--- src/rtl/cnn_pkg.sv ---
// rtl/cnn_pkg.sv - shared constants and types for the CNN tile result reader
package cnn_pkg;

  localparam int N_CELLS = 16;
  localparam int Y_W     = 9;
  localparam int ITER_W  = 8;

  typedef logic [3:0] cell_idx_t;

  typedef enum logic [1:0] {
    IDLE,
    SETTLE,
    STREAM,
    FIN
  } rd_state_t;

endpackage

--- src/rtl/cnn_y_buffer.sv ---
// rtl/cnn_y_buffer.sv - 16-cell Y capture register with registered index-select read
module cnn_y_buffer
  import cnn_pkg::*;
(
  input  logic                   clk,
  input  logic                   rst_n,
  input  logic                   load_i,
  input  logic [N_CELLS*Y_W-1:0] y_i,
  input  cell_idx_t              rd_idx_i,
  output logic [Y_W-1:0]         rd_data_o
);

  logic [Y_W-1:0] mem_q [N_CELLS];
  logic [Y_W-1:0] rd_data_q, rd_data_d;

  // rd_idx_i is the index presented next cycle; on a load the incoming slice
  // bypasses the array so beat 0 is ready right after the capture edge.
  always_comb begin
    rd_data_d = mem_q[rd_idx_i];
    if (load_i) begin
      rd_data_d = y_i[rd_idx_i*Y_W +: Y_W];
    end
  end

  always_ff @(posedge clk or negedge rst_n) begin
    if (!rst_n) begin
      for (int i = 0; i < N_CELLS; i++) begin
        mem_q[i] <= '0;
      end
      rd_data_q <= '0;
    end else begin
      if (load_i) begin
        for (int i = 0; i < N_CELLS; i++) begin
          mem_q[i] <= y_i[i*Y_W +: Y_W];
        end
      end
      rd_data_q <= rd_data_d;
    end
  end

  assign rd_data_o = rd_data_q;

endmodule

--- src/rtl/cnn_result_reader.sv ---
// rtl/cnn_result_reader.sv - sweep-counted tile snapshot and Y1..Y16 stream; CNN_CONV_CHECK_EN adds early convergence capture
module cnn_result_reader
  import cnn_pkg::*;
(
  input  logic                   clk,
  input  logic                   rst_n,
  input  logic                   start,
  input  logic [ITER_W-1:0]      iter_count,
  input  logic                   sweep_done,
  input  logic [N_CELLS*Y_W-1:0] y_in,
  output logic                   out_valid,
  input  logic                   out_ready,
  output logic [Y_W-1:0]         out_data,
  output logic [3:0]             out_index,
  output logic                   out_last,
  output logic                   busy,
  output logic                   done,
  output logic                   overrun,
  output logic                   converged
);

  rd_state_t         state_q, state_d;
  logic [ITER_W-1:0] remaining_q, remaining_d;
  cell_idx_t         idx_q, idx_d;
  logic              overrun_q, overrun_d;
  logic              load;
  logic              early;

`ifdef CNN_CONV_CHECK_EN
  logic [N_CELLS*Y_W-1:0] snap_q, snap_d;
  logic                   seen_q, seen_d;
  logic                   conv_q, conv_d;

  // Only a sweep after the first one of this command has a valid snapshot to compare.
  assign early = seen_q && (y_in == snap_q);

  always_comb begin
    snap_d = snap_q;
    seen_d = seen_q;
    conv_d = conv_q;
    if (state_q == IDLE && start) begin
      seen_d = 1'b0;
      conv_d = 1'b0;
    end else if (state_q == SETTLE && sweep_done) begin
      snap_d = y_in;
      seen_d = 1'b1;
      if (early) conv_d = 1'b1;
    end
  end

  always_ff @(posedge clk or negedge rst_n) begin
    if (!rst_n) begin
      snap_q <= '0;
      seen_q <= 1'b0;
      conv_q <= 1'b0;
    end else begin
      snap_q <= snap_d;
      seen_q <= seen_d;
      conv_q <= conv_d;
    end
  end

  assign converged = conv_q;
`else
  assign early     = 1'b0;
  assign converged = 1'b0;
`endif

  always_comb begin
    state_d     = state_q;
    remaining_d = remaining_q;
    idx_d       = idx_q;
    overrun_d   = overrun_q;
    load        = 1'b0;
    case (state_q)
      IDLE: begin
        if (start) begin
          state_d     = SETTLE;
          remaining_d = (iter_count == '0) ? ITER_W'(1) : iter_count;
          overrun_d   = 1'b0;
        end
      end
      SETTLE: begin
        // The <= guard keeps the counter from ever wrapping below one.
        if (sweep_done) begin
          if (early || remaining_q <= ITER_W'(1)) begin
            load    = 1'b1;
            idx_d   = '0;
            state_d = STREAM;
          end else begin
            remaining_d = remaining_q - ITER_W'(1);
          end
        end
      end
      STREAM: begin
        if (sweep_done) overrun_d = 1'b1;
        if (out_ready) begin
          if (idx_q == 4'd15) state_d = FIN;
          else                idx_d   = idx_q + 4'd1;
        end
      end
      FIN:     state_d = IDLE;
      default: state_d = IDLE;
    endcase
  end

  always_ff @(posedge clk or negedge rst_n) begin
    if (!rst_n) begin
      state_q     <= IDLE;
      remaining_q <= '0;
      idx_q       <= '0;
      overrun_q   <= 1'b0;
    end else begin
      state_q     <= state_d;
      remaining_q <= remaining_d;
      idx_q       <= idx_d;
      overrun_q   <= overrun_d;
    end
  end

  cnn_y_buffer u_buf (
    .clk       (clk),
    .rst_n     (rst_n),
    .load_i    (load),
    .y_i       (y_in),
    .rd_idx_i  (idx_d),
    .rd_data_o (out_data)
  );

  assign out_valid = (state_q == STREAM);
  assign out_last  = out_valid && (idx_q == 4'd15);
  assign out_index = idx_q;
  assign busy      = (state_q != IDLE);
  assign done      = (state_q == FIN);
  assign overrun   = overrun_q;

endmodule

--- config.mk ---
export PLATFORM = sky130hd
export DESIGN_NAME = cnn_result_reader
export DESIGN_NICKNAME = d
export VERILOG_FILES = /design/src/rtl/cnn_pkg.sv /design/src/rtl/cnn_y_buffer.sv /design/src/rtl/cnn_result_reader.sv
export SDC_FILE = /design/constraint.sdc
export NUM_CORES = 1
export LEC_CHECK = 0
export CORE_ASPECT_RATIO = 1.25
export CORE_MARGIN = 4
export CORE_UTILIZATION = 54
export DETAILED_ROUTE_END_ITERATION = 7
export PLACE_DENSITY = 0.81
export SYNTH_ARGS = -nofsm -noshare
export SYNTH_HDL_FRONTEND = slang
export SYNTH_SLANG_ARGS = --single-unit
--- constraint.sdc ---
create_clock -name clk -period 7.8 [get_ports clk]
set_clock_uncertainty 0.1 [all_clocks]
set_input_delay 1.56 -clock clk [delete_from_list [all_inputs] [get_ports clk]]
set_output_delay 1.56 -clock clk [all_outputs]
set_load 0.05 [all_outputs]
==> run metrics, run 1 <==
placed cell areas 10900 µm²; outcome complete, no violations; final WL 27.5 mm; hold_buf cts 0; nets@finish 1470; Via Count 8914; final hold vios 0; Sw Ratio 0.399; die width 124 µm; Critical Path AT 5.24 ns; # setup viols final 0; CTS tree yes; RePlAce Congestion 0.871; Port Buffers 174; max_slew headroom 0.199; Clock power frac 0.266; Slowest cell on crit path nor2_2; slowest stage delay, CP 0.71 ns; CP endpoint kind flop; vias in the first global route 8387; drt first pass iters 6; number of enable flip-flop cells after synthesis 0; CTS max path bufs 2; Die Y-Extent 154 µm; first-pass GRT wire length 43.8 mm; Crit. Startpoint sweep_done; initial drt markers 1040; cts repair resizes 0; leakage 5.91 nW; Final Cell Area 11500 µm²; ys async rst share 1.00; number of synthesized register bits 168; IO Pins 176; Avg WL per Cell 17.9 µm; vias per cell 5.81; Final Non-Filler Cells 1535; total gr overflow 0; Post-Synth Simple-Gate Area 0.339; syn nets 1343; Fin Hold WS 0.374 ns; drc violations 0; Skew-Pair Late Insertion Delay 0.43 ns; Syn Area/Cell 7.77 µm²; Root Buffer clkbuf_16; clock slew at reported path FFs 0.06 ns; DP HPWL 18.7 mm; Placed Cells 1503; CP Data Required Time 7.99 ns; logic gate share of total power 0.418; Seq pwr share 0.317; yosys warns 0; synthesis-to-finish area growth 26.0%; Max Clock Freq 0.198 GHz; crit-path max FO 39; Hold WC Path Type reg -> reg; cell family with most CP delay buffers and inverters; Post-Syn Area 9160 µm²; pwr dens 286 nW/µm²; # Max-Cap Violations 0; Critical Path Stages 11; Antenna Cells 0; CP Cell Sequence clkdlybuf4s50_1 -> inv_1 -> o41ai_4 -> nand2_2 -> a21oi_4 -> buf_4 -> inv_1 -> nor2_2 -> nand3_1 -> nand4_1 -> nand4_1; post-layout power 3.30 mW; setup TNS 0 ns; sequential cell area fraction in the yosys report 0.459; post-layout min period 5.05 ns; Post-synth top flop dfrtp_1; worst reg2reg path depth 10; adder-cell share of the synthesized area 0.00956; sw power 1.32 mW; worst reg2reg path startpoint remaining_q[3]$_DFFE_PN0P_; fraction of synthesized cell area in xor and xnor cells 0; top sig layer met4; main combinational cell family by area after synthesis simple AND/OR/NAND/NOR gates; reg2reg setup slack 3.61 ns; fin. max-slew vios 0; area of the core 16400 µm²; WL met3 2.05 mm; TritonCTS Sinks 168; Worst setup SP type primary input; gr usage total 0.283; die area 19100 µm²; largest net degree at the start of global routing 145; final antenna-violating net count 0; Worst Tran Pin Value 1.20 ns; Synth Area in Compound Gates 0.0667; CP Capture Point u_buf.rd_data_o[3]$_DFF_PN0_; final worst-path cycle share 0.647; RSZ-0062 raised after global routing false; Setup Fix Bufs, Post-CTS 0; WL met2 13.5 mm; post-synthesis mux area share 0.0810; Yosys cell types 44; cell count after synthesis 1179; initial core utilization 0.559; htree depth 4; row count 52; initial antenna violation count 0; CTS Buf Count 17; ratio of cells with drive above 1 in the final layout 0.0417; Buffers & Inverters on Critical Path 4; VDD IR max 344 µV; Setup CP Type in -> reg; Int Power 1.98 mW; M1 WL 10.7 mm; RR Endpoint u_buf.rd_data_o[3]$_DFF_PN0_
==> power by group through the flow <==
stage	registers, mW	clock network [mW]	logic (mW)
finish	1.04	0.876	1.38
global route	1.05	0.920	1.48
CTS	1.04	0.879	1.36
detailed placement	1.06	0	1.35
global placement	1.05	0	1.33
floorplan	1.08	0	0.949
==> through the flow <==
step	worst slack, ns	utilization
floorplan	4.43	-
global placement	2.54	0.666
detailed placement	2.46	0.666
CTS	2.82	0.704
global route	2.51	0.704
finish	2.75	0.704
==> routing by layer <==
| layer | track usage | up-vias |
|---|---|---|
| met5 | 0 | - |
| met4 | 0.132 | 0 |
| met3 | 0.0607 | 84 |
| met2 | 0.458 | 445 |
| met1 | 0.364 | 4247 |
| li1 | - | 4138 |
==> final cells by class <==
| type | count | area, µm² |
|---|---|---|
| inverter | 13 | 48.8 |
| clock buffer | 21 | 470 |
| multi-input combinational | 924 | 4590 |
| timing repair buffer | 182 | 1820 |
| sequential | 168 | 4200 |
| tap | 216 | 270 |
| fill | 1317 | 4850 |
| clock inverter | 11 | 146 |
==> cells in the final DEF, fill, tap and decap left out, types with 4 or more instances in the layout <==
cell type        netlist  layout
nand4_1               29      29
clkbuf_16              0      17
mux2i_1               73      73
clkdlybuf4s50_1        0     173
a32oi_1               36      36
o21ai_0                7       7
a21boi_0               4       4
o22a_1                 4       4
nor2_1                17      17
buf_4                  9       7
a21oi_1                9       8
a31oi_1                4       4
dfrtp_1              168     168
ha_1                   7       7
nand2_1              622     622
nor3_1                 4       4
inv_1                 12      12
nand3_1               76      75
==> worst min path at each step <==
| stage | start | to | slack (ns) | cells past startpoint |
|---|---|---|---|---|
| 3_3_place_gp | u_buf.mem_q[20]$_DFFE_PN0P_ | u_buf.mem_q[20]$_DFFE_PN0P_ | 0.36 | 2 |
| 3_5_place_dp | u_buf.mem_q[128]$_DFFE_PN0P_ | u_buf.mem_q[128]$_DFFE_PN0P_ | 0.36 | 2 |
| 5_1_grt | u_buf.mem_q[130]$_DFFE_PN0P_ | u_buf.mem_q[130]$_DFFE_PN0P_ | 0.38 | 2 |
| 2_1_floorplan | u_buf.mem_q[126]$_DFFE_PN0P_ | u_buf.mem_q[126]$_DFFE_PN0P_ | 0.34 | 2 |
| 6_report | u_buf.mem_q[51]$_DFFE_PN0P_ | u_buf.mem_q[51]$_DFFE_PN0P_ | 0.37 | 2 |
| 4_1_cts | u_buf.mem_q[128]$_DFFE_PN0P_ | u_buf.mem_q[128]$_DFFE_PN0P_ | 0.38 | 2 |
==> logic make-up after synthesis <==
kind of cell,after synthesis
multiplexers,74
adder cells (fa/ha/maj),7
AO/OA/AOI/OAI,77
flip-flops,168
buffers and inverters,87
other,1
AND/OR/NAND/NOR,765
==> synth_stat cells, types with 2 or more instances <==
| cell | number | share of area |
|---|---|---|
| a211oi_1 | 2 | 0.0016 |
| buf_1 | 8 | 0.0033 |
| nand4_1 | 29 | 0.020 |
| o21ai_0 | 7 | 0.0038 |
| nand2b_1 | 2 | 0.0014 |
| a21oi_2 | 2 | 0.0019 |
| inv_1 | 12 | 0.0049 |
| ha_1 | 7 | 0.0096 |
| o22ai_1 | 2 | 0.0014 |
| nor2_1 | 17 | 0.0070 |
| o22a_1 | 4 | 0.0038 |
| nor3_1 | 4 | 0.0022 |
| dfrtp_1 | 168 | 0.46 |
| buf_4 | 9 | 0.0074 |
| buf_2 | 17 | 0.0093 |
| nand3_1 | 76 | 0.042 |
| a32oi_1 | 36 | 0.034 |
| nand4b_1 | 2 | 0.0019 |
| a31oi_1 | 4 | 0.0027 |
| clkbuf_1 | 37 | 0.015 |
| nand2_1 | 622 | 0.25 |
| buf_6 | 3 | 0.0037 |
| a21boi_0 | 4 | 0.0033 |
| mux2i_1 | 73 | 0.080 |
| and3_1 | 4 | 0.0027 |
| a21oi_1 | 9 | 0.0049 |
| a41oi_1 | 2 | 0.0019 |
==> worst register-to-register path: stages (launching register included) <==
cell and delay [ns]:
dfrtp_1 0.43, or4_4 0.58, o41ai_4 0.42, nand2_2 0.19, a21oi_4 0.17, buf_4 0.49, inv_1 0.48, nor2_2 0.71
nand3_1 0.20, nand4_1 0.18, nand4_1 0.12
==> flip-flops by register name, indices dropped and copies added (netlist names) <==
register,cells
u_buf.mem_q,144
u_buf.rd_data_o,9
remaining_q,8
out_index,4
state_q,2
overrun,1
No activity file was read; power rests on OpenSTA's default activity.
==> run 2, diff against run 1 <==
--- a/config.mk
+++ b/config.mk
@@ -7,9 +7,9 @@
 export LEC_CHECK = 0
 export CORE_ASPECT_RATIO = 1.25
 export CORE_MARGIN = 4
-export CORE_UTILIZATION = 54
+export CORE_UTILIZATION = 48
 export DETAILED_ROUTE_END_ITERATION = 7
-export PLACE_DENSITY = 0.81
+export PLACE_DENSITY = 0.76
 export SYNTH_ARGS = -nofsm -noshare
 export SYNTH_HDL_FRONTEND = slang
 export SYNTH_SLANG_ARGS = --single-unit
==> constraint.sdc (replaced) <==
create_clock -name clk -period 4.19 [get_ports clk]
set_clock_uncertainty 0.1 [all_clocks]
set_input_delay 0.838 -clock clk [delete_from_list [all_inputs] [get_ports clk]]
set_output_delay 0.838 -clock clk [all_outputs]
set_load 0.05 [all_outputs]
==> run 2 against run 1 <==
Effect of this change:
- via count barely moved
- sequential share of layout area fell by 0.36 points
- critical endpoint unchanged
- largest cell class unchanged
- largest power group unchanged
- die area rose by 12%
==> run metrics, run 2 (synthesis results as in run 1) <==
area of the core 18800 µm² (was 16400 µm²); leakage 5.97 nW (was 5.91 nW); RSZ-0062 raised after global routing false (unchanged); Final Cell Area 11700 µm² (was 11500 µm²); Critical Path AT 3.71 ns (was 5.24 ns); Buffers & Inverters on Critical Path 4 (unchanged); vias in the first global route 8839 (was 8387); Die Y-Extent 162 µm (was 154 µm); Avg WL per Cell 18.2 µm (was 17.9 µm); crit-path max FO 72 (was 39); Max Clock Freq 0.284 GHz; vias per cell 5.70 (was 5.81); Setup Fix Bufs, Post-CTS 0 (unchanged); Via Count 8920 (was 8914); fin. max-slew vios 0 (unchanged); final worst-path cycle share 0.840; TritonCTS Sinks 168 (unchanged); CTS max path bufs 2 (unchanged); CP Cell Sequence clkdlybuf4s50_1 -> inv_1 -> o41ai_4 -> nand2_2 -> a21oi_4 -> buf_12 -> buf_12 -> mux2i_1 -> mux2i_1 -> a32oi_1 -> nand4_1 (was clkdlybuf4s50_1 -> inv_1 -> o41ai_4 -> nand2_2 -> a21oi_4 -> buf_4 -> inv_1 -> nor2_2 -> nand3_1 -> nand4_1 -> nand4_1); largest net degree at the start of global routing 92 (was 145); Largest register FFs 144 (unchanged); drc violations 0 (unchanged); initial antenna violation count 0 (unchanged); max_slew headroom 0.485 (was 0.199); Worst setup SP type primary input (unchanged); Worst Tran Pin Value 0.773 ns (was 1.20 ns); Hold WC Path Type in -> async (was reg -> reg); final hold vios 0 (unchanged); CP endpoint kind flop (unchanged); Reg with most FFs u_buf.mem_q (unchanged); RePlAce Congestion 0.928 (was 0.871); Multi-input gate area 4590 µm² (unchanged); CP Data Required Time 4.38 ns (was 7.99 ns); # Max-Cap Violations 0 (unchanged); CTS Buf Count 17 (unchanged); pwr dens 526 nW/µm² (was 286 nW/µm²); clock slew at reported path FFs 0.06 ns (about the same); die width 132 µm (was 124 µm); CTS tree yes (unchanged); initial drt markers 926 (was 1040); FF+latch area 4200 µm² (unchanged); Port Buffers 174 (unchanged); synthesis-to-finish area growth 27.3% (was 26.0%); total gr overflow 0 (unchanged); post-layout min period 3.52 ns; hold_buf cts 0 (unchanged); IO Pins 176 (unchanged); # setup viols final 0 (unchanged); VDD IR max 344 µV (about the same); cell family with most CP delay buffers and inverters (unchanged); Crit. Startpoint sweep_done (unchanged); setup TNS 0 ns (unchanged); outcome complete, no violations (unchanged); Root Buffer clkbuf_16 (unchanged); initial core utilization 0.488 (was 0.559); drt first pass iters 5 (was 6); nets@finish 1484 (was 1470); row count 56 (was 52); Antenna Cells 0 (unchanged); ratio of cells with drive above 1 in the final layout 0.0480 (was 0.0417); die area 21400 µm² (was 19100 µm²); worst reg2reg path startpoint remaining_q[3]$_DFFE_PN0P_ (unchanged); slowest stage delay, CP 0.59 ns (was 0.71 ns); most common cell after layout, fill and taps aside nand2_1 (unchanged); filler cell count 1661 (was 1317); Slowest cell on crit path clkdlybuf4s50_1 (was nor2_2); final antenna-violating net count 0 (unchanged); DP HPWL 20.1 mm (was 18.7 mm); cts repair resizes 0 (unchanged); htree depth 4 (unchanged); final WL 28.5 mm (was 27.5 mm); Skew-Pair Late Insertion Delay 0.42 ns (was 0.43 ns); Setup CP Type in -> reg (unchanged); first-pass GRT wire length 45.3 mm (was 43.8 mm); highest-count cells in the layout ignoring fill and taps nand2_1 (622), clkdlybuf4s50_1 (173), dfrtp_1 (168) (unchanged); placed cell areas 11100 µm² (was 10900 µm²); gr usage total 0.267 (was 0.283)
==> run 2: routing by layer <==
metal,vias up,global-route usage,share of wire
li1,4158,-,-
met1,4264,0.340,0.41
met2,399,0.427,0.47
met3,99,0.0389,0.063
met4,0,0.174,0.064
met5,-,0,0
==> run 2: cell type report <==
cell class	instances	share of cell area
flip-flops and latches	168	0.361
well taps	232	0.0249
repair buffers	196	0.169
clock buffers	24	0.0396
inverters	13	0.00419
multi-input cells	924	0.393
clock inverters	8	0.00826
==> run 2: worst paths after layout <==
| kind | to | slack [ns] | depth (start not counted) |
|---|---|---|---|
| worst min-delay path | state_q[0]$_DFFE_PN0P_ | 0.30 | 1 |
| worst min register to register | u_buf.mem_q[43]$_DFFE_PN0P_ | 0.37 | 2 |
| max in group asynchronous | u_buf.mem_q[95]$_DFFE_PN0P_ | 2.76 | 2 |
| worst max-delay path | u_buf.rd_data_o[3]$_DFF_PN0_ | 0.67 | 11 |
| worst max register to register | u_buf.rd_data_o[3]$_DFF_PN0_ | 0.78 | 10 |
| min in group clk | u_buf.mem_q[43]$_DFFE_PN0P_ | 0.37 | 2 |
==> run 2: where the power goes <==
group	internal, mW	total [mW]	leakage, nW	switching [mW]
clock network	0.893	1.54	0.272	0.651
logic	0.977	2.65	3.39	1.67
registers	1.80	1.94	2.31	0.137
total	3.67	6.13	5.97	2.46
==> run 2: per-stage QoR <==
step | hold slack [ns] | cells | power [mW] | util | worst slack, ns
final | 0.302 | 1565 | 6.13 | 0.621 | 0.670
after global routing | 0.363 | 1565 | 6.44 | 0.621 | 0.504
after CTS | 0.345 | 1565 | 6.12 | 0.621 | 0.673
after detailed placement | 0.362 | 1533 | 4.58 | 0.591 | 0.251
after global placement | 0.357 | 1533 | 4.53 | 0.591 | 0.294
after floorplan | 0.345 | 1179 | 3.78 | - | 1.33
==> run 2: worst register-to-register path: stages (launching register included) <==
cell and delay, ns:
dfrtp_1 0.43, or4_4 0.59, o41ai_4 0.44, nand2_2 0.19, a21oi_4 0.21, buf_12 0.20, buf_12 0.35, mux2i_1 0.29
mux2i_1 0.10, a32oi_1 0.26, nand4_1 0.14
